### config.mk
export PLATFORM = sky130hd
export DESIGN_NAME = stereo_sample_fifo
export DESIGN_NICKNAME = d
export VERILOG_FILES = /design/src/rtl/audio_pkg.sv /design/src/rtl/stereo_fifo_mem.sv /design/src/rtl/stereo_sample_fifo.sv
export SDC_FILE = /design/constraint.sdc
export NUM_CORES = 1
export LEC_CHECK = 0
export CELL_PAD_IN_SITES_DETAIL_PLACEMENT = 0
export CELL_PAD_IN_SITES_GLOBAL_PLACEMENT = 1
export CORE_ASPECT_RATIO = 0.9
export CORE_MARGIN = 4
export CORE_UTILIZATION = 35
export CTS_CLUSTER_DIAMETER = 50
export DETAILED_ROUTE_END_ITERATION = 8
export HOLD_SLACK_MARGIN = 0.05
export PLACE_DENSITY_LB_ADDON = 0.08
export SETUP_SLACK_MARGIN = 0.4
export SYNTH_ARGS = -nofsm -noshare
export SYNTH_HDL_FRONTEND = slang
export SYNTH_SLANG_ARGS = --single-unit
### constraint.sdc
create_clock -name clk -period 22.5 [get_ports clk]
set_clock_uncertainty 0.05 [all_clocks]
set_input_delay 4.5 -clock clk [delete_from_list [all_inputs] [get_ports clk]]
set_output_delay 4.5 -clock clk [all_outputs]
set_load 0.02 [all_outputs]
### src/rtl/audio_pkg.sv
// Shared audio-path definitions: default sample width and the state encodings
// used by the stereo sample buffer.
package audio_pkg;

  localparam int DEFAULT_DATA_W = 24;

  typedef enum logic [1:0] {P_IDLE, P_HAVE_L, P_HAVE_R} pair_state_t;
  typedef enum logic [1:0] {STOPPED, PRIME, STREAM} stream_state_t;

endpackage

### src/rtl/stereo_fifo_mem.sv
// Simple dual-port frame RAM: synchronous write, registered read.
// A read of the slot being written returns the old contents.
module stereo_fifo_mem #(
  parameter int WIDTH  = 48,
  parameter int ADDR_W = 4
) (
  input  logic              clk,
  input  logic              wr_en,
  input  logic [ADDR_W-1:0] wr_addr,
  input  logic [WIDTH-1:0]  wr_data,
  input  logic              rd_en,
  input  logic [ADDR_W-1:0] rd_addr,
  output logic [WIDTH-1:0]  rd_data
);

  logic [WIDTH-1:0] mem [2**ADDR_W];

  always_ff @(posedge clk) begin
    if (wr_en) mem[wr_addr] <= wr_data;
    if (rd_en) rd_data <= mem[rd_addr];
  end

endmodule

### src/rtl/stereo_sample_fifo.sv
// Elastic stereo buffer: pairs L/R strobes into frames, primes to half-full,
// then hands one frame per serializer request; mutes and re-primes on underrun.
module stereo_sample_fifo
  import audio_pkg::*;
#(
  parameter int DATA_W     = DEFAULT_DATA_W,
  parameter int DEPTH_LOG2 = 4
) (
  input  logic                  clk,
  input  logic                  reset,
  input  logic                  run,
  input  logic                  l_data_en,
  input  logic                  r_data_en,
  input  logic [DATA_W-1:0]     l_data_in,
  input  logic [DATA_W-1:0]     r_data_in,
  input  logic                  rd_req,
  input  logic                  clr_flags,
  output logic                  dout_valid,
  output logic [DATA_W-1:0]     l_data_out,
  output logic [DATA_W-1:0]     r_data_out,
  output logic [DEPTH_LOG2:0]   level,
  output logic                  streaming,
  output logic                  underrun,
  output logic                  overrun,
  output logic                  pair_err
);

  localparam int FRAME_W = 2 * DATA_W;
  localparam logic [DEPTH_LOG2:0] FULL_LEVEL = (DEPTH_LOG2+1)'(2**DEPTH_LOG2);
  localparam logic [DEPTH_LOG2:0] HALF_LEVEL = (DEPTH_LOG2+1)'(2**(DEPTH_LOG2-1));

  pair_state_t   pair_state_reg, pair_state_next;
  stream_state_t stream_state_reg, stream_state_next;
  logic [DATA_W-1:0]     hold_reg, hold_next;
  logic [DEPTH_LOG2-1:0] wr_ptr_reg, rd_ptr_reg;
  logic [DEPTH_LOG2:0]   level_reg;
  logic                  dout_valid_reg, out_zero_reg;
  logic                  underrun_reg, overrun_reg, pair_err_reg;
  logic [FRAME_W-1:0]    pair_frame, rd_frame;
  logic                  pair_wr, pair_dup;
  logic                  full, empty, rd_accept, wr_accept;
  logic                  underrun_evt, overrun_evt, pair_err_evt;

  assign full         = (level_reg == FULL_LEVEL);
  assign empty        = (level_reg == '0);
  assign rd_accept    = run && rd_req && (stream_state_reg == STREAM) && !empty;
  assign underrun_evt = run && rd_req && (stream_state_reg == STREAM) && empty;
  // A full FIFO still takes a frame when a read frees a slot in the same cycle.
  assign wr_accept    = run && pair_wr && (!full || rd_accept);
  assign overrun_evt  = run && pair_wr && full && !rd_accept;
  assign pair_err_evt = run && pair_dup;

  // Pair FSM
  always_ff @(posedge clk or posedge reset) begin
    if (reset) begin
      pair_state_reg <= P_IDLE;
      hold_reg       <= '0;
    end else if (!run) begin
      pair_state_reg <= P_IDLE;
      hold_reg       <= '0;
    end else begin
      pair_state_reg <= pair_state_next;
      hold_reg       <= hold_next;
    end
  end

  always_comb begin
    pair_state_next = pair_state_reg;
    hold_next       = hold_reg;
    case (pair_state_reg)
      P_IDLE: begin
        if (l_data_en && !r_data_en) begin
          hold_next       = l_data_in;
          pair_state_next = P_HAVE_L;
        end else if (r_data_en && !l_data_en) begin
          hold_next       = r_data_in;
          pair_state_next = P_HAVE_R;
        end
      end
      P_HAVE_L: begin
        if (l_data_en)      hold_next       = l_data_in;
        else if (r_data_en) pair_state_next = P_IDLE;
      end
      P_HAVE_R: begin
        if (r_data_en)      hold_next       = r_data_in;
        else if (l_data_en) pair_state_next = P_IDLE;
      end
      default: pair_state_next = P_IDLE;
    endcase
  end

  always_comb begin
    pair_wr    = 1'b0;
    pair_dup   = 1'b0;
    pair_frame = '0;
    case (pair_state_reg)
      P_IDLE: begin
        pair_wr    = l_data_en && r_data_en;
        pair_frame = {l_data_in, r_data_in};
      end
      P_HAVE_L: begin
        pair_wr    = r_data_en;
        pair_dup   = l_data_en && !r_data_en;
        pair_frame = {hold_reg, r_data_in};
      end
      P_HAVE_R: begin
        pair_wr    = l_data_en;
        pair_dup   = r_data_en && !l_data_en;
        pair_frame = {l_data_in, hold_reg};
      end
      default: ;
    endcase
  end

  // Stream FSM
  always_ff @(posedge clk or posedge reset) begin
    if (reset) stream_state_reg <= STOPPED;
    else       stream_state_reg <= stream_state_next;
  end

  always_comb begin
    stream_state_next = stream_state_reg;
    if (!run) begin
      stream_state_next = STOPPED;
    end else begin
      case (stream_state_reg)
        STOPPED: stream_state_next = PRIME;
        PRIME:   if (level_reg >= HALF_LEVEL) stream_state_next = STREAM;
        STREAM:  if (underrun_evt) stream_state_next = PRIME;
        default: stream_state_next = STOPPED;
      endcase
    end
  end

  always_comb begin
    streaming = (stream_state_reg == STREAM);
  end

  // Pointers, level and read-response registers
  always_ff @(posedge clk or posedge reset) begin
    if (reset) begin
      wr_ptr_reg     <= '0;
      rd_ptr_reg     <= '0;
      level_reg      <= '0;
      dout_valid_reg <= 1'b0;
      out_zero_reg   <= 1'b1;
    end else if (!run) begin
      wr_ptr_reg     <= '0;
      rd_ptr_reg     <= '0;
      level_reg      <= '0;
      dout_valid_reg <= 1'b0;
      out_zero_reg   <= 1'b1;
    end else begin
      if (wr_accept) wr_ptr_reg <= wr_ptr_reg + 1'b1;
      if (rd_accept) rd_ptr_reg <= rd_ptr_reg + 1'b1;
      case ({wr_accept, rd_accept})
        2'b10:   level_reg <= level_reg + 1'b1;
        2'b01:   level_reg <= level_reg - 1'b1;
        default: ;
      endcase
      dout_valid_reg <= rd_req;
      // Refused requests mute the outputs; the RAM read register keeps the last frame.
      if (rd_req) out_zero_reg <= !rd_accept;
    end
  end

  // Sticky flags: a new event beats a simultaneous clear
  always_ff @(posedge clk or posedge reset) begin
    if (reset) begin
      underrun_reg <= 1'b0;
      overrun_reg  <= 1'b0;
      pair_err_reg <= 1'b0;
    end else begin
      if (underrun_evt)   underrun_reg <= 1'b1;
      else if (clr_flags) underrun_reg <= 1'b0;
      if (overrun_evt)    overrun_reg  <= 1'b1;
      else if (clr_flags) overrun_reg  <= 1'b0;
      if (pair_err_evt)   pair_err_reg <= 1'b1;
      else if (clr_flags) pair_err_reg <= 1'b0;
    end
  end

  stereo_fifo_mem #(
    .WIDTH  (FRAME_W),
    .ADDR_W (DEPTH_LOG2)
  ) u_mem (
    .clk     (clk),
    .wr_en   (wr_accept),
    .wr_addr (wr_ptr_reg),
    .wr_data (pair_frame),
    .rd_en   (rd_accept),
    .rd_addr (rd_ptr_reg),
    .rd_data (rd_frame)
  );

  assign dout_valid = dout_valid_reg;
  assign l_data_out = out_zero_reg ? '0 : rd_frame[FRAME_W-1:DATA_W];
  assign r_data_out = out_zero_reg ? '0 : rd_frame[DATA_W-1:0];
  assign level      = level_reg;
  assign underrun   = underrun_reg;
  assign overrun    = overrun_reg;
  assign pair_err   = pair_err_reg;

endmodule
==> results.toml, run 1 <==
[floorplanning]
start_util = 0.353
die_width_microns = 339
rows = 109
dieHeight_microns = 306
core_sq_um = 98100
ioPinCount = 113
die_area_sq_um = 104000

[sta]
whs_ns = 0.480
timing.fmax_mhz = 133
max_slew.worst_pin.slew_ns = 1.29
final_max_slew_viol_count = 0
finalSetupTns_ns = 0
rsz0062_at_grt = "false"
finalCriticalPeriod_ns = 7.50
relSlewSlack = 0.138
final.setup.worst_slack_ns = 15.00
finalCritPeriodShare = 0.333
hold_violations = 0
setup_viol = 0

[clock_network]
postCtsSetupBuffers = 0
clock-sinks = 862
cts_buffer_depth = 3
cts_tree = "done"
clk_pin_slew_ns = 0.06
numCtsBuffers = 106
cts_root_buf = "clkbuf_16"
clk_latency_ns = 0.67
htree_levels = 3
post_cts_resized = 0
ctsHoldBuffers = 0

[grt]
grt_max_degree = 140
grt_pass1_wl_microns = 130000
grt_antenna_before_repair = 2
grt_overflow = 0
grt_pass1_vias = 17932
grtUsageTotal = 0.173

[route]
drt_iter0_drc = 1459
first_pass_iters = 5
viasPerCell = 5.33
route.vias.total = 16740
wl_per_cell_microns = 28.6
drc_errors = 0
wl_microns = 89800
ant_nets = 0

[power]
netSwitchingPower_mw = 0.811
total_leakage_power_nw = 12.7
intPower_mw = 2.83
power_switching_share = 0.223
power_density_nw_per_um2 = 90.0
seqPwrFrac = 0.499
p_clk_frac = 0.456
combPwrFrac = 0.045
peakVddDrop_v = 0.0000648

[finish]
largest_reg_flops = 768
final_cell_mix = "edfxtp_1, mux4_2, clkdlybuf4s50_1"
final_common_cell = "edfxtp_1"
num-nets-final = 1844
drive_above_1_share = 0.248
area_growth_pct = 17.1

[yosys]
synth_area_leaders = "edfxtp_1, mux4_2, dfrtp_1, mux4_1, a22oi_1"
yosysWarnings = 0
synth_top_cell_area_share = 0.709
ys_ff_latch = 862
syn-num-nets = 1706
ys_seq_area_frac = 0.742
synth_area_per_cell_sq_um = 21.1
synth_cell_types = 53
syn_area_sq_um = 34600
syn_inst = 1638
yosysTopAreaCell = "edfxtp_1"

[status]
outcome = "finished clean"

[worst_hold_path]
hold_path_class = "flop to flop"

[setup_path]
critical_path.max_fanout = 48
arrival_ns = 7.72
cp-end-kind = "flop"
crit_family = "simple AND/OR/NAND/NOR gates"
crit_path_max_incr_delay_ns = 1.02
path_cells = "clkdlybuf4s50_1 -> inv_1 -> a2111oi_4 -> buf_4 -> and2_0 -> and4b_4"
r2r_slack_ns = 18.29
worstSetupPathType = "input pin to flop"
crit_slowest_cell = "and4b_4"
critPathLaunchType = "input pin"
worst-path-buf-inv = 3
cp_data_required_time_ns = 22.72

[place]
globalplace.congestion = 0.709
dp_hpwl_microns = 49600
io_buffer_count = 112
pre_cts_slack_ns = 14.27

[run]
maxCapViolations = 0
==> kinds of logic (layout without fill, tap and decap cells) <==
family                   after synthesis  after routing  share of synthesized area
XOR/XNOR                               5              5                    0.00127
AO/OA/AOI/OAI                        154            154                     0.0291
AND/OR/NAND/NOR                      164            164                     0.0257
other                                  0              1                          0
adder cells (fa/ha/maj)               13             13                    0.00492
buffers and inverters                144            369                     0.0209
multiplexers                         296            296                      0.176
flip-flops                           862            862                      0.742
==> stage by stage <==
stage / cells / util / total power [mW] / area [sq um]
after CTS: 3139 / 0.413 / 3.69 / 40500
after global routing: 3139 / 0.413 / 3.77 / 40500
after detailed placement: 2944 / 0.377 / 2.02 / 37000
after floorplan: 1638 / - / 1.93 / 34600
final: 3140 / 0.413 / 3.64 / 40500
after global placement: 2944 / 0.377 / 2.01 / 37000
==> cells in the mapped netlist (all sizes together) <==
master,instances
dfstp,1
xnor2,3
and4,4
nand2b,2
xor2,2
clkbuf,53
a22oi,72
a2111oi,1
o2111ai,1
nand3b,2
o21ai,34
nand2,10
ha,12
o211ai,1
or2,3
a21oi,36
a21o,2
a211o,1
and2,6
nand3,9
dfrtp,45
nor4b,4
a211oi,1
nor4,1
mux4,240
o22ai,2
nor2,60
mux2,24
o21a,1
and3,1
nor3,2
edfxtp,816
mux2i,32
or3,1
o31ai,2
and4b,6
nor2b,49
fa,1
nand4b,3
inv,39
nand4,1
buf,52
==> power by group through the flow <==
stage / logic (mW) / clock network [mW] / registers [mW]
floorplan: 0.0860 / 0 / 1.85
finish: 0.165 / 1.66 / 1.82
global route: 0.181 / 1.77 / 1.82
global placement: 0.161 / 0 / 1.85
detailed placement: 0.167 / 0 / 1.85
CTS: 0.167 / 1.70 / 1.82
==> layer usage <==
| metal | part of all wire | wire length (microns) | global-route usage | vias to the layer above |
|---|---|---|---|---|
| met2 | 0.45 | 40700 | 0.263 | 434 |
| met3 | 0.055 | 4900 | 0.0422 | 128 |
| met4 | 0.024 | 2180 | 0.0485 | 0 |
| li1 | - | - | - | 7107 |
| met1 | 0.47 | 42000 | 0.249 | 9071 |
| met5 | 0 | 0 | 0 | - |
==> final timing paths <==
path / from / end / depth (start not counted)
max: run / u_mem.mem[6][23]$_DFFE_PP_ / 6
min: pair_err$_DFFE_PP0P_ / pair_err$_DFFE_PP0P_ / 2
max reg2reg: pair_state_reg[1]$_DFFE_PP0P_ / u_mem.mem[0][20]$_DFFE_PP_ / 7
min reg2reg: pair_err$_DFFE_PP0P_ / pair_err$_DFFE_PP0P_ / 2
max in group asynchronous: reset / rd_ptr_reg[0]$_DFFE_PP0P_ / 3
min in group asynchronous: reset / rd_ptr_reg[1]$_DFFE_PP0P_ / 3
==> worst reg2reg max path: cells and delay by family (launching register included) <==
kind	cells	cell delay, ns
AND/OR/NAND/NOR	2	1.38
buffers and inverters	3	1.09
flip-flops	1	0.41
AO/OA/AOI/OAI	1	0.36
adder cells (fa/ha/maj)	1	0.57
==> final cells by class <==
type	instances	area, sq um
clock inverter	63	637
antenna	1	2.50
multi-input combinational	632	8270
sequential	862	25700
timing repair buffer	135	1320
tap	1276	1600
inverter	39	148
fill	8572	57600
clock buffer	132	2830
(Power assumes the default switching activity.)
==> run 2: changes to the inputs <==
clock period = 6 ns   (was 22.5 ns; I/O delays follow)
==> results.toml, run 2 (same netlist as run 1, synthesis figures left out) <==
[status]
outcome = "finished clean"

[grt]
grtUsageTotal = 0.182
grt_overflow = 0
grt_antenna_before_repair = 1
grt_max_degree = 73
grt_pass1_wl_microns = 135000
grt_pass1_vias = 17744

[setup_path]
critPathLaunchType = "flop"
crit_family = "simple AND/OR/NAND/NOR gates"
crit_path_max_incr_delay_ns = 1.00
crit_slowest_cell = "or2_1"
worstSetupStartpoint = "pair_state_reg[1]$_DFFE_PP0P_"
worstSetupPathType = "flop to flop"
worst-path-buf-inv = 2
regToRegStartpoint = "pair_state_reg[1]$_DFFE_PP0P_"
cp-end-kind = "flop"
critical_path.max_fanout = 35
cp_data_required_time_ns = 6.21
arrival_ns = 4.52
path_cells = "inv_1 -> ha_2 -> or2_1 -> buf_4 -> a22oi_1 -> nor2_1"

[route]
route.vias.total = 17120
wl_per_cell_microns = 30.0
drt_iter0_drc = 1504
ant_nets = 0
wl_microns = 94800
viasPerCell = 5.43
drc_errors = 0
first_pass_iters = 5

[floorplanning]
ioPinCount = 113
start_util = 0.353
dieHeight_microns = 306
rows = 109
core_sq_um = 98100
die_width_microns = 339
die_area_sq_um = 104000

[clock_network]
clk_latency_ns = 0.67
cts_root_buf = "clkbuf_16"
clock-sinks = 862
numCtsBuffers = 105
htree_levels = 3
post_cts_resized = 0
postCtsSetupBuffers = 0
cts_tree = "done"
ctsHoldBuffers = 0
cts_buffer_depth = 3
clk_pin_slew_ns = 0.06

[finish]
diodes = 0
final_common_cell = "edfxtp_1"
fill_cells = 8536
drive_above_1_share = 0.257
largest_reg_flops = 768
finish.utilization = 0.415
num-nets-final = 1857
final_cell_mix = "edfxtp_1, mux4_2, clkdlybuf4s50_1"
area_growth_pct = 17.7

[worst_hold_path]
hold_path_class = "flop to flop"
hp-start = "hold_reg[18]$_DFFE_PP0P_"

[sta]
final_max_slew_viol_count = 0
finalSetupTns_ns = 0
setup_viol = 0
relSlewSlack = 0.123
max_slew.worst_pin.slew_ns = 1.31
timing.fmax_mhz = 232
hold_violations = 0
finalCritPeriodShare = 0.717
finalCriticalPeriod_ns = 4.30
rsz0062_at_grt = "false"

[power]
power_switching_share = 0.223
combPwrFrac = 0.046
peakVddDrop_v = 0.000230
intPower_mw = 10.7
seqPwrFrac = 0.493
total_power_mw = 13.8
total_leakage_power_nw = 12.8
netSwitchingPower_mw = 3.08
p_clk_frac = 0.462
power_density_nw_per_um2 = 340

[place]
dp_hpwl_microns = 52800
globalplace.congestion = 0.733
io_buffer_count = 112

[run]
maxCapViolations = 0
[run 2: cell count changes in the layout (fill, tap and decap cells not counted), sizes merged]
cell	previous run	this run
clkinv	38	43
diode	1	0
clkinvlp	7	11
clkbuf	132	120
inv	50	51
buf	23	37
bufinv	7	11
[run 2: per-stage QoR]
| stage | hold WS (ns) | instances | instance area, sq um | setup WS [ns] |
|---|---|---|---|---|
| 5_1_grt | 0.497 | 3155 | 40700 | 1.53 |
| 4_1_cts | 0.494 | 3155 | 40700 | 1.68 |
| 6_report | 0.495 | 3155 | 40700 | 1.70 |
| 2_1_floorplan | 0.461 | 1638 | 34600 | -1.73 |
| 3_3_place_gp | 0.478 | 2958 | 37100 | 1.38 |
| 3_5_place_dp | 0.485 | 2958 | 37100 | 1.37 |
[run 2: worst reg2reg max path, cell delays in order, from the launching register on]
cell,delay [ns]
dfrtp_1,0.41
inv_1,0.11
ha_2,0.82
or2_1,1.01
buf_4,0.40
a22oi_1,0.11
nor2_1,0.99
[run 2: power groups by stage]
stage | sequential, mW | combinational, mW | clock (mW)
global placement | 6.94 | 0.619 | 0
finish | 6.81 | 0.630 | 6.38
CTS | 6.81 | 0.636 | 6.54
detailed placement | 6.94 | 0.633 | 0
floorplan | 6.92 | 0.323 | 0
global route | 6.82 | 0.683 | 6.80
[run 2: worst paths after layout]
| check | to | slack [ns] | cells past startpoint |
|---|---|---|---|
| setup reg to reg | u_mem.mem[5][14]$_DFFE_PP_ | 1.70 | 6 |
| setup / recovery | u_mem.mem[5][14]$_DFFE_PP_ | 1.70 | 6 |
| hold / removal | hold_reg[18]$_DFFE_PP0P_ | 0.50 | 2 |
| max in group asynchronous | rd_ptr_reg[0]$_DFFE_PP0P_ | 3.96 | 3 |
| min in group asynchronous | hold_reg[18]$_DFFE_PP0P_ | 0.95 | 2 |
| hold reg to reg | hold_reg[18]$_DFFE_PP0P_ | 0.50 | 2 |
[run 2: area by class of cell]
| class | count | area, sq um | area share |
|---|---|---|---|
| Timing Repair Buffer | 149 | 1460 | 0.0359 |
| Sequential cell | 862 | 25700 | 0.631 |
| Clock buffer | 120 | 2760 | 0.0677 |
| Clock inverter | 77 | 793 | 0.0195 |
| Inverter | 39 | 148 | 0.00363 |
| Tap cell | 1276 | 1600 | 0.0392 |
| Multi-Input combinational cell | 632 | 8280 | 0.203 |
[run 2: per-layer routing]
| layer | GRT usage | part of all wire | routed length (microns) |
|---|---|---|---|
| met1 | 0.277 | 0.47 | 45000 |
| met2 | 0.269 | 0.45 | 42200 |
| met3 | 0.0359 | 0.060 | 5670 |
| met4 | 0.0414 | 0.018 | 1690 |
| met5 | 0.0122 | 0.0019 | 184 |
==> run 3: changes to the inputs <==
clock period = 3.86 ns   (was 6 ns; I/O delays follow)
==> results.toml, run 3 (same netlist as run 1, synthesis figures left out) <==
[status]
outcome = "finished clean"

[grt]
grt_max_degree = 51
grt_pass1_vias = 17950
grt_pass1_wl_microns = 137000
grt_antenna_before_repair = 9
grt_overflow = 0
grtUsageTotal = 0.183

[place]
globalplace.congestion = 0.745
dp_hpwl_microns = 59200
io_buffer_count = 112

[setup_path]
crit_path_max_incr_delay_ns = 0.43
critPathLaunchType = "flop"
cp_data_required_time_ns = 4.34
path_depth = 11
r2r_slack_ns = 0.73
worstSetupPathType = "flop to flop"
critical_path.max_fanout = 16
arrival_ns = 3.61
path_cells = "inv_1 -> ha_4 -> a21oi_4 -> a2111oi_4 -> buf_4 -> nor2_1 -> fa_1 -> a21o_1 -> a21oi_1 -> nand4b_1 -> nand4_1"
cp-end-kind = "flop"
reg2reg_depth = 11
worst-path-buf-inv = 2
crit_family = "compound AO/OA/AOI/OAI gates"
crit_slowest_cell = "dfrtp_1"

[route]
viasPerCell = 5.38
wl_per_cell_microns = 29.5
ant_nets = 0
drc_errors = 0
wl_microns = 95100
drt_iter0_drc = 1560
first_pass_iters = 5
route.vias.total = 17333

[finish]
fill_cells = 8435
final_common_cell = "edfxtp_1"
num-nets-final = 1932
area_growth_pct = 20.6
largest_reg_flops = 768
final_cell_mix = "edfxtp_1, mux4_2, clkdlybuf4s50_1"
finish.utilization = 0.425
diodes = 0
drive_above_1_share = 0.282

[run]
maxCapViolations = 0

[sta]
relSlewSlack = 0.288
finalCriticalPeriod_ns = 3.13
finalCritPeriodShare = 0.811
max_slew.worst_pin.slew_ns = 1.07
setup_viol = 0
hold_violations = 0
final_max_slew_viol_count = 0
timing.fmax_mhz = 319
rsz0062_at_grt = "false"
finalSetupTns_ns = 0

[clock_network]
clk_pin_slew_ns = 0.05
cts_buffer_depth = 3
numCtsBuffers = 106
clk_latency_ns = 0.67
ctsHoldBuffers = 0
htree_levels = 3
cts_tree = "done"
cts_root_buf = "clkbuf_16"
clock-sinks = 862

[floorplanning]
core_sq_um = 98100
die_width_microns = 339
ioPinCount = 113
dieHeight_microns = 306
die_area_sq_um = 104000
rows = 109
start_util = 0.353

[worst_hold_path]
hold_path_class = "input pin to asynchronous set/reset pin"

[power]
peakVddDrop_v = 0.000315
total_leakage_power_nw = 13.3
power_density_nw_per_um2 = 514
==> run 3: worst paths after layout <==
kind	start	endpoint
min in group clk	pair_err$_DFFE_PP0P_	pair_err$_DFFE_PP0P_
min	reset	level[4]$_DFFE_PP0P_
min reg2reg	pair_err$_DFFE_PP0P_	pair_err$_DFFE_PP0P_
max reg2reg	pair_state_reg[0]$_DFFE_PP0P_	level[4]$_DFFE_PP0P_
max	pair_state_reg[0]$_DFFE_PP0P_	level[4]$_DFFE_PP0P_
max in group asynchronous	reset	out_zero_reg$_DFFE_PP1P_
==> run 3: area by class of cell <==
type	count	area, sq um	area share
flip-flops and latches	862	25700	0.616
multi-input cells	632	8340	0.200
clock buffers	127	2740	0.0658
repair buffers	223	2490	0.0598
well taps	1276	1600	0.0383
clock inverters	65	693	0.0166
inverters	39	148	0.00354
==> run 3: timing repair <==
action / CTS / global route
buffers inserted: 0 / 0
endpoints found under the setup margin: 0 / 1
hold endpoints to repair: 0 / 0
gates resized for setup: 0 / 1
==> run 3: where the power goes <==
| group | total (mW) | internal (mW) | switching, mW |
|---|---|---|---|
| registers | 10.6 | 10.5 | 0.0570 |
| logic | 1.15 | 0.366 | 0.783 |
| clock network | 9.70 | 5.82 | 3.88 |
| total | 21.4 | 16.7 | 4.72 |
==> run 3: metrics by stage <==
| stage | instances | power (mW) | hold WS (ns) | worst slack (ns) | area, sq um |
|---|---|---|---|---|---|
| floorplan | 1638 | 11.3 | 0.461 | 0.175 | 34700 |
| finish | 3224 | 21.4 | 0.439 | 0.730 | 41700 |
| CTS | 3224 | 21.7 | 0.417 | 0.609 | 41700 |
| global route | 3224 | 22.2 | 0.436 | 0.545 | 41700 |
| detailed placement | 3032 | 11.9 | 0.476 | 0.178 | 38200 |
| global placement | 3032 | 11.9 | 0.476 | 0.209 | 38200 |
==> run 3: per-layer routing <==
| metal | part of all wire | GRT usage | up-vias | wire, microns |
|---|---|---|---|---|
| met3 | 0.061 | 0.0408 | 102 | 5780 |
| met4 | 0.014 | 0.0340 | 0 | 1320 |
| met1 | 0.48 | 0.281 | 9421 | 45900 |
| met5 | 0 | 0 | - | 0 |
| li1 | - | - | 7291 | - |
| met2 | 0.44 | 0.272 | 519 | 42100 |
==> RTL change 1 (settings of run 3) <==
Register the input `r_data_in` before use, without a reset. The logic sees it one clock later. The other inputs are not delayed to match.
--- a/src/rtl/stereo_sample_fifo.sv
+++ b/src/rtl/stereo_sample_fifo.sv
@@ -29,6 +29,12 @@
   localparam logic [DEPTH_LOG2:0] FULL_LEVEL = (DEPTH_LOG2+1)'(2**DEPTH_LOG2);
   localparam logic [DEPTH_LOG2:0] HALF_LEVEL = (DEPTH_LOG2+1)'(2**(DEPTH_LOG2-1));
 
+  logic [DATA_W-1:0] r_data_q;
+
+  always_ff @(posedge clk) begin
+    r_data_q <= r_data_in;
+  end
+
   pair_state_t   pair_state_reg, pair_state_next;
   stream_state_t stream_state_reg, stream_state_next;
   logic [DATA_W-1:0]     hold_reg, hold_next;
@@ -73,7 +79,7 @@
           hold_next       = l_data_in;
           pair_state_next = P_HAVE_L;
         end else if (r_data_en && !l_data_en) begin
-          hold_next       = r_data_in;
+          hold_next       = r_data_q;
           pair_state_next = P_HAVE_R;
         end
       end
@@ -82,7 +88,7 @@
         else if (r_data_en) pair_state_next = P_IDLE;
       end
       P_HAVE_R: begin
-        if (r_data_en)      hold_next       = r_data_in;
+        if (r_data_en)      hold_next       = r_data_q;
         else if (l_data_en) pair_state_next = P_IDLE;
       end
       default: pair_state_next = P_IDLE;
@@ -96,12 +102,12 @@
     case (pair_state_reg)
       P_IDLE: begin
         pair_wr    = l_data_en && r_data_en;
-        pair_frame = {l_data_in, r_data_in};
+        pair_frame = {l_data_in, r_data_q};
       end
       P_HAVE_L: begin
         pair_wr    = r_data_en;
         pair_dup   = l_data_en && !r_data_en;
-        pair_frame = {hold_reg, r_data_in};
+        pair_frame = {hold_reg, r_data_q};
       end
       P_HAVE_R: begin
         pair_wr    = l_data_en;
Formal check against the unedited RTL: same outputs for any inputs over 4 cycles, from zero or initial values and one cycle with reset high; that may be too few to reach the edited logic, so the function may still have changed.
==> RTL change 1 against run 3 <==
- non-clock buffer count is 4 higher
- routed wire length increased by 1.2%
- final area is 2.5% higher
- core utilization hardly changed
- count of clock-buffer cells in the layout increased by 5
- setup slack worse by 0.0080 ns
- sequential cell count grew 24
- first-iteration DRC count shrank 3.0%
- sequential share of layout area fell by 0.40 points
- area after synthesis rose by 3.0%
- synthesized cell count increased by 1.2%
- total power is 3.9% higher
- via count up 1.5%
- critical endpoint is now l_data_out[1]
- largest power group unchanged
==> RTL change 1: results (changes against run 3) <==
<table>
<tr><th>Metric</th><th>Value</th></tr>
<tr><th colspan="2">Placed design</th></tr>
<tr><td>Sum of net half-perimeters after detailed placement</td><td>59,400 um (was 59,200 um)</td></tr>
<tr><td>Standard cell area after detailed placement</td><td>39,000 um2 (was 38,200 um2)</td></tr>
<tr><th colspan="2">Clock network</th></tr>
<tr><td>Inserted Clock Buffers</td><td>113 (was 106)</td></tr>
<tr><th colspan="2">GRT</th></tr>
<tr><td>Number of global-route vias before repair</td><td>18,100 (was 18,000)</td></tr>
<tr><td>Met1 track utilization from global routing</td><td>28.0% (was 28.1%)</td></tr>
<tr><td>Global router's overall resource usage</td><td>18.0% (was 18.3%)</td></tr>
<tr><td>Maximum number of pins on one net before global-route repair</td><td>54 (was 51)</td></tr>
<tr><th colspan="2">Logic synthesis</th></tr>
<tr><td>Number of synthesized register bits</td><td>886 (was 862)</td></tr>
<tr><td>Area fraction in compound gates after synthesis</td><td>3.12% (was 2.91%)</td></tr>
<tr><td>Post-synthesis share of cell area spent on xor and xnor gates</td><td>0.172% (was 0.127%)</td></tr>
<tr><th colspan="2">Status</th></tr>
<tr><td>Status</td><td>complete, no violations (unchanged)</td></tr>
<tr><th colspan="2">Timing</th></tr>
<tr><td>Slew headroom</td><td>23.8% (was 28.8%)</td></tr>
<tr><td>Worst slack on hold paths</td><td>0.458 ns (was 0.439 ns)</td></tr>
<tr><th colspan="2">Final layout</th></tr>
<tr><td>Count of non-filler cells in the finished layout</td><td>3,340 (was 3,224)</td></tr>
<tr><td>N_diodes</td><td>2 (was 0)</td></tr>
<tr><td>Non-clk bufs</td><td>227 (was 223)</td></tr>
<tr><td>Area of combinational cells with multiple inputs</td><td>8700 um2 (was 8340 um2)</td></tr>
<tr><td>Share of final-layout standard cells stronger than drive strength 1</td><td>22.4% (was 28.2%)</td></tr>
<tr><td>Layout multi-input combinational cell count</td><td>651 (was 632)</td></tr>
<tr><td>Register area</td><td>26,200 um2 (was 25,700 um2)</td></tr>
<tr><th colspan="2">Critical path</th></tr>
<tr><td>R2r endpoint</td><td>u_mem.mem[14][26] (was level[4])</td></tr>
<tr><td>Register-to-register setup slack</td><td>0.92 ns (was 0.73 ns)</td></tr>
<tr><td>Arrival time of data at the critical path endpoint</td><td>2.32 ns (was 3.61 ns)</td></tr>
<tr><td>Worst reg2reg path startpoint</td><td>pair_state_reg[1] (was pair_state_reg[0])</td></tr>
<tr><th colspan="2">Power and ir drop</th></tr>
<tr><td>Fraction of power consumed by the clock network</td><td>46.6% (was 45.3%)</td></tr>
<tr><th colspan="2">Route</th></tr>
<tr><td>Initial DRC count</td><td>1,513 (was 1,560)</td></tr>
</table>
## RTL change 1: changes by cell type after synthesis, sizes merged, moves of 6 or more
| cell | before | now |
|---|---|---|
| mux2i | 32 | 4 |
| nand2 | 10 | 35 |
| dfxtp | 0 | 24 |
| o21ai | 34 | 57 |
| inv | 39 | 17 |
| buf | 52 | 38 |
| clkbuf | 53 | 63 |
| nor2 | 60 | 66 |
## RTL change 1: metrics by stage
| step | worst slack [ns] | util, % |
|---|---|---|
| 2_1_floorplan | 0.197 | - |
| 3_3_place_gp | 0.347 | 38.8 |
| 3_5_place_dp | 0.328 | 38.8 |
| 4_1_cts | 0.597 | 42.5 |
| 5_1_grt | 0.567 | 42.5 |
| 6_report | 0.722 | 42.5 |
## RTL change 1: per-layer routing
layer	vias to the layer above	wire (um)
met2	501	42700
met4	0	1720
met3	119	4880
li1	7501	-
met1	9479	47000
met5	-	0
==> RTL change 2 (flow settings as in run 3) <==
Made on the original files. The package constant `DEFAULT_DATA_W` goes from 24 to 28.
--- a/src/rtl/audio_pkg.sv
+++ b/src/rtl/audio_pkg.sv
@@ -2,7 +2,7 @@
 // used by the stereo sample buffer.
 package audio_pkg;
 
-  localparam int DEFAULT_DATA_W = 24;
+  localparam int DEFAULT_DATA_W = 28;
 
   typedef enum logic [1:0] {P_IDLE, P_HAVE_L, P_HAVE_R} pair_state_t;
   typedef enum logic [1:0] {STOPPED, PRIME, STREAM} stream_state_t;
Interface: changed (resized l_data_in, l_data_out, r_data_in and r_data_out); port bits go from 113 to 129. The function was not compared with the original's and may differ.
==> RTL change 2 against run 3 <==
- final area up 16%
- area after synthesis up 15%
- synthesized cell count up 15%
- total power up 19%
- critical path depth down 8
- sequential power up 16%
- combinational power up 12%
- setup slack better by 0.013 ns
- routed wire length up 19%
- first-iteration DRC count up 28%
- sequential cell count up 140
- critical path type is now reg2out
- critical endpoint is now r_data_out[1]
==> RTL change 2: results (changes against run 3) <==
<table>
<tr><th>Metric</th><th>Value</th></tr>
<tr><th colspan="2">Logic synthesis</th></tr>
<tr><td>Share of synthesized cell area in full adder, half adder and majority cells</td><td>0.427% (was 0.492%)</td></tr>
<tr><td>Number of synthesized flops with an enable pin</td><td>952 (was 816)</td></tr>
<tr><td>Synth Net Count</td><td>1,953 (was 1,706)</td></tr>
<tr><td>Portion of the post-synthesis area used by sequential elements</td><td>74.8% (was 74.2%)</td></tr>
<tr><td>Ranking of synthesized cells by instance count</td><td>sky130_fd_sc_hd__edfxtp_1, sky130_fd_sc_hd__mux4_2, sky130_fd_sc_hd__a22oi_1, sky130_fd_sc_hd__nor2_1, sky130_fd_sc_hd__clkbuf_1 (unchanged)</td></tr>
<tr><td>Area fraction in compound gates after synthesis</td><td>2.85% (was 2.91%)</td></tr>
<tr><td>Number of different library cells in the post-synthesis netlist</td><td>48 (was 53)</td></tr>
<tr><td>Fraction of synthesized area in multiplexers</td><td>17.5% (was 17.6%)</td></tr>
<tr><td>Post-synthesis share of cell area spent on xor and xnor gates</td><td>0.110% (was 0.127%)</td></tr>
<tr><th colspan="2">Final layout</th></tr>
<tr><td>Share of final-layout standard cells stronger than drive strength 1</td><td>29.8% (was 28.2%)</td></tr>
<tr><td>Nets@finish</td><td>2,213 (was 1,932)</td></tr>
<tr><td>Count of non-filler cells in the finished layout</td><td>3,729 (was 3,224)</td></tr>
<tr><td>Max FFs per register</td><td>896 (was 768)</td></tr>
<tr><th colspan="2">Route</th></tr>
<tr><td>Drt wl/cell</td><td>30.3 um (was 29.5 um)</td></tr>
<tr><td>Initial DRC count</td><td>1,994 (was 1,560)</td></tr>
<tr><td>Vias after detailed routing</td><td>20,000 (was 17,300)</td></tr>
<tr><th colspan="2">Power and ir drop</th></tr>
<tr><td>Worst ir drop on vdd</td><td>354 uV (was 315 uV)</td></tr>
<tr><td>Leak</td><td>15.3 nW (was 13.3 nW)</td></tr>
<tr><th colspan="2">Clock network</th></tr>
<tr><td>Inserted Clock Buffers</td><td>118 (was 106)</td></tr>
<tr><td>Clock latency reported for the late side of the worst-skew pair</td><td>0.71 ns (was 0.67 ns)</td></tr>
<tr><th colspan="2">GRT</th></tr>
<tr><td>First-pass GRT wire length</td><td>160,000 um (was 137,000 um)</td></tr>
<tr><td>Global router's overall resource usage</td><td>19.0% (was 18.3%)</td></tr>
<tr><th colspan="2">Critical path</th></tr>
<tr><td>R2r endpoint</td><td>u_mem.mem[7][53] (was level[4])</td></tr>
<tr><td>Cell type group with the largest total delay on the critical path</td><td>buffers and inverters (was compound AO/OA/AOI/OAI gates)</td></tr>
<tr><td>Worst path max stage delay</td><td>0.64 ns (was 0.43 ns)</td></tr>
<tr><td>Register-to-register setup slack</td><td>1.01 ns (was 0.73 ns)</td></tr>
<tr><th colspan="2">Status</th></tr>
<tr><td>Status</td><td>complete, no violations (unchanged)</td></tr>
<tr><th colspan="2">Placed design</th></tr>
<tr><td>Final weighted congestion in routability-driven placement</td><td>0.752 (was 0.745)</td></tr>
<tr><td>Sum of net half-perimeters after detailed placement</td><td>70,800 um (was 59,200 um)</td></tr>
</table>
RTL change 2: per-layer routing:
layer,GRT usage [%],vias to the layer above,share of wire (%)
met5,0,-,0
met1,29.3,10900,47
met3,3.38,120,5.7
met4,3.38,0,1.5
met2,28.5,561,45
li1,-,8362,-
RTL change 2: what timing repair did:
action                                  4_1_cts  5_1_grt
endpoints found under the setup margin       55        0
buffers inserted                              5        0
resized for setup                             0        0
hold endpoints to repair                      0        0
RTL change 2: how the worst max path moves through the flow:
stage	from	to	slack, ns	cells past startpoint
after global routing	out_zero_reg	r_data_out[7]	0.64	3
after CTS	out_zero_reg	l_data_out[3]	0.65	3
after detailed placement	r_data_en	u_mem.mem[6][2]	0.33	6
after global placement	r_data_en	u_mem.mem[7][2]	0.39	6
final	out_zero_reg	r_data_out[1]	0.74	3
after floorplan	r_data_en	u_mem.mem[0][0]	0.01	6
RTL change 2: worst reg2reg max path, stage by stage (launching register included):
cell and delay, ns:
sky130_fd_sc_hd__dfrtp_1 0.42, sky130_fd_sc_hd__inv_1 0.13, sky130_fd_sc_hd__ha_2 0.23, sky130_fd_sc_hd__o21a_1 0.15
sky130_fd_sc_hd__o2111a_2 0.33, sky130_fd_sc_hd__and2_1 0.36, sky130_fd_sc_hd__and4b_4 0.56, sky130_fd_sc_hd__buf_12 0.25
RTL change 2: layout make-up:
cell class,count,area (um2)
diodes,1,2.50
clock buffers,133,3100
clock inverters,91,1150
fillers,9799,64900
inverters,42,160
multi-input cells,717,9440
flip-flops and latches,1002,29900
well taps,1487,1860
repair buffers,256,2710
RTL change 2: cells by family (layout without fill, tap and decap cells):
kind of cell	after synthesis	count (layout)
flops	1002	1002
mux	344	344
simple gates	180	180
compound gates	175	175
buf+inv	158	522
fa+ha+maj	13	13
xor+xnor	5	5
other cells	0	1
RTL change 2: report_power, final:
group | leakage [nW] | total (mW) | internal, mW | switching [mW]
combinational | 4.01 | 1.29 | 0.383 | 0.909
clock | 2.07 | 12.0 | 7.32 | 4.65
sequential | 9.26 | 12.3 | 12.2 | 0.0610
total | 15.3 | 25.5 | 19.9 | 5.62
RTL change 2: per-stage QoR:
| step | utilization [%] | instance area, um2 | setup slack (ns) | hold WS, ns |
|---|---|---|---|---|
| after floorplan | - | 40000 | 0.0110 | 0.461 |
| after global placement | 38.8 | 44000 | 0.391 | 0.471 |
| after detailed placement | 38.8 | 44000 | 0.331 | 0.465 |
| after CTS | 42.7 | 48300 | 0.653 | 0.319 |
| after global routing | 42.7 | 48300 | 0.644 | 0.367 |
| final | 42.7 | 48300 | 0.742 | 0.378 |
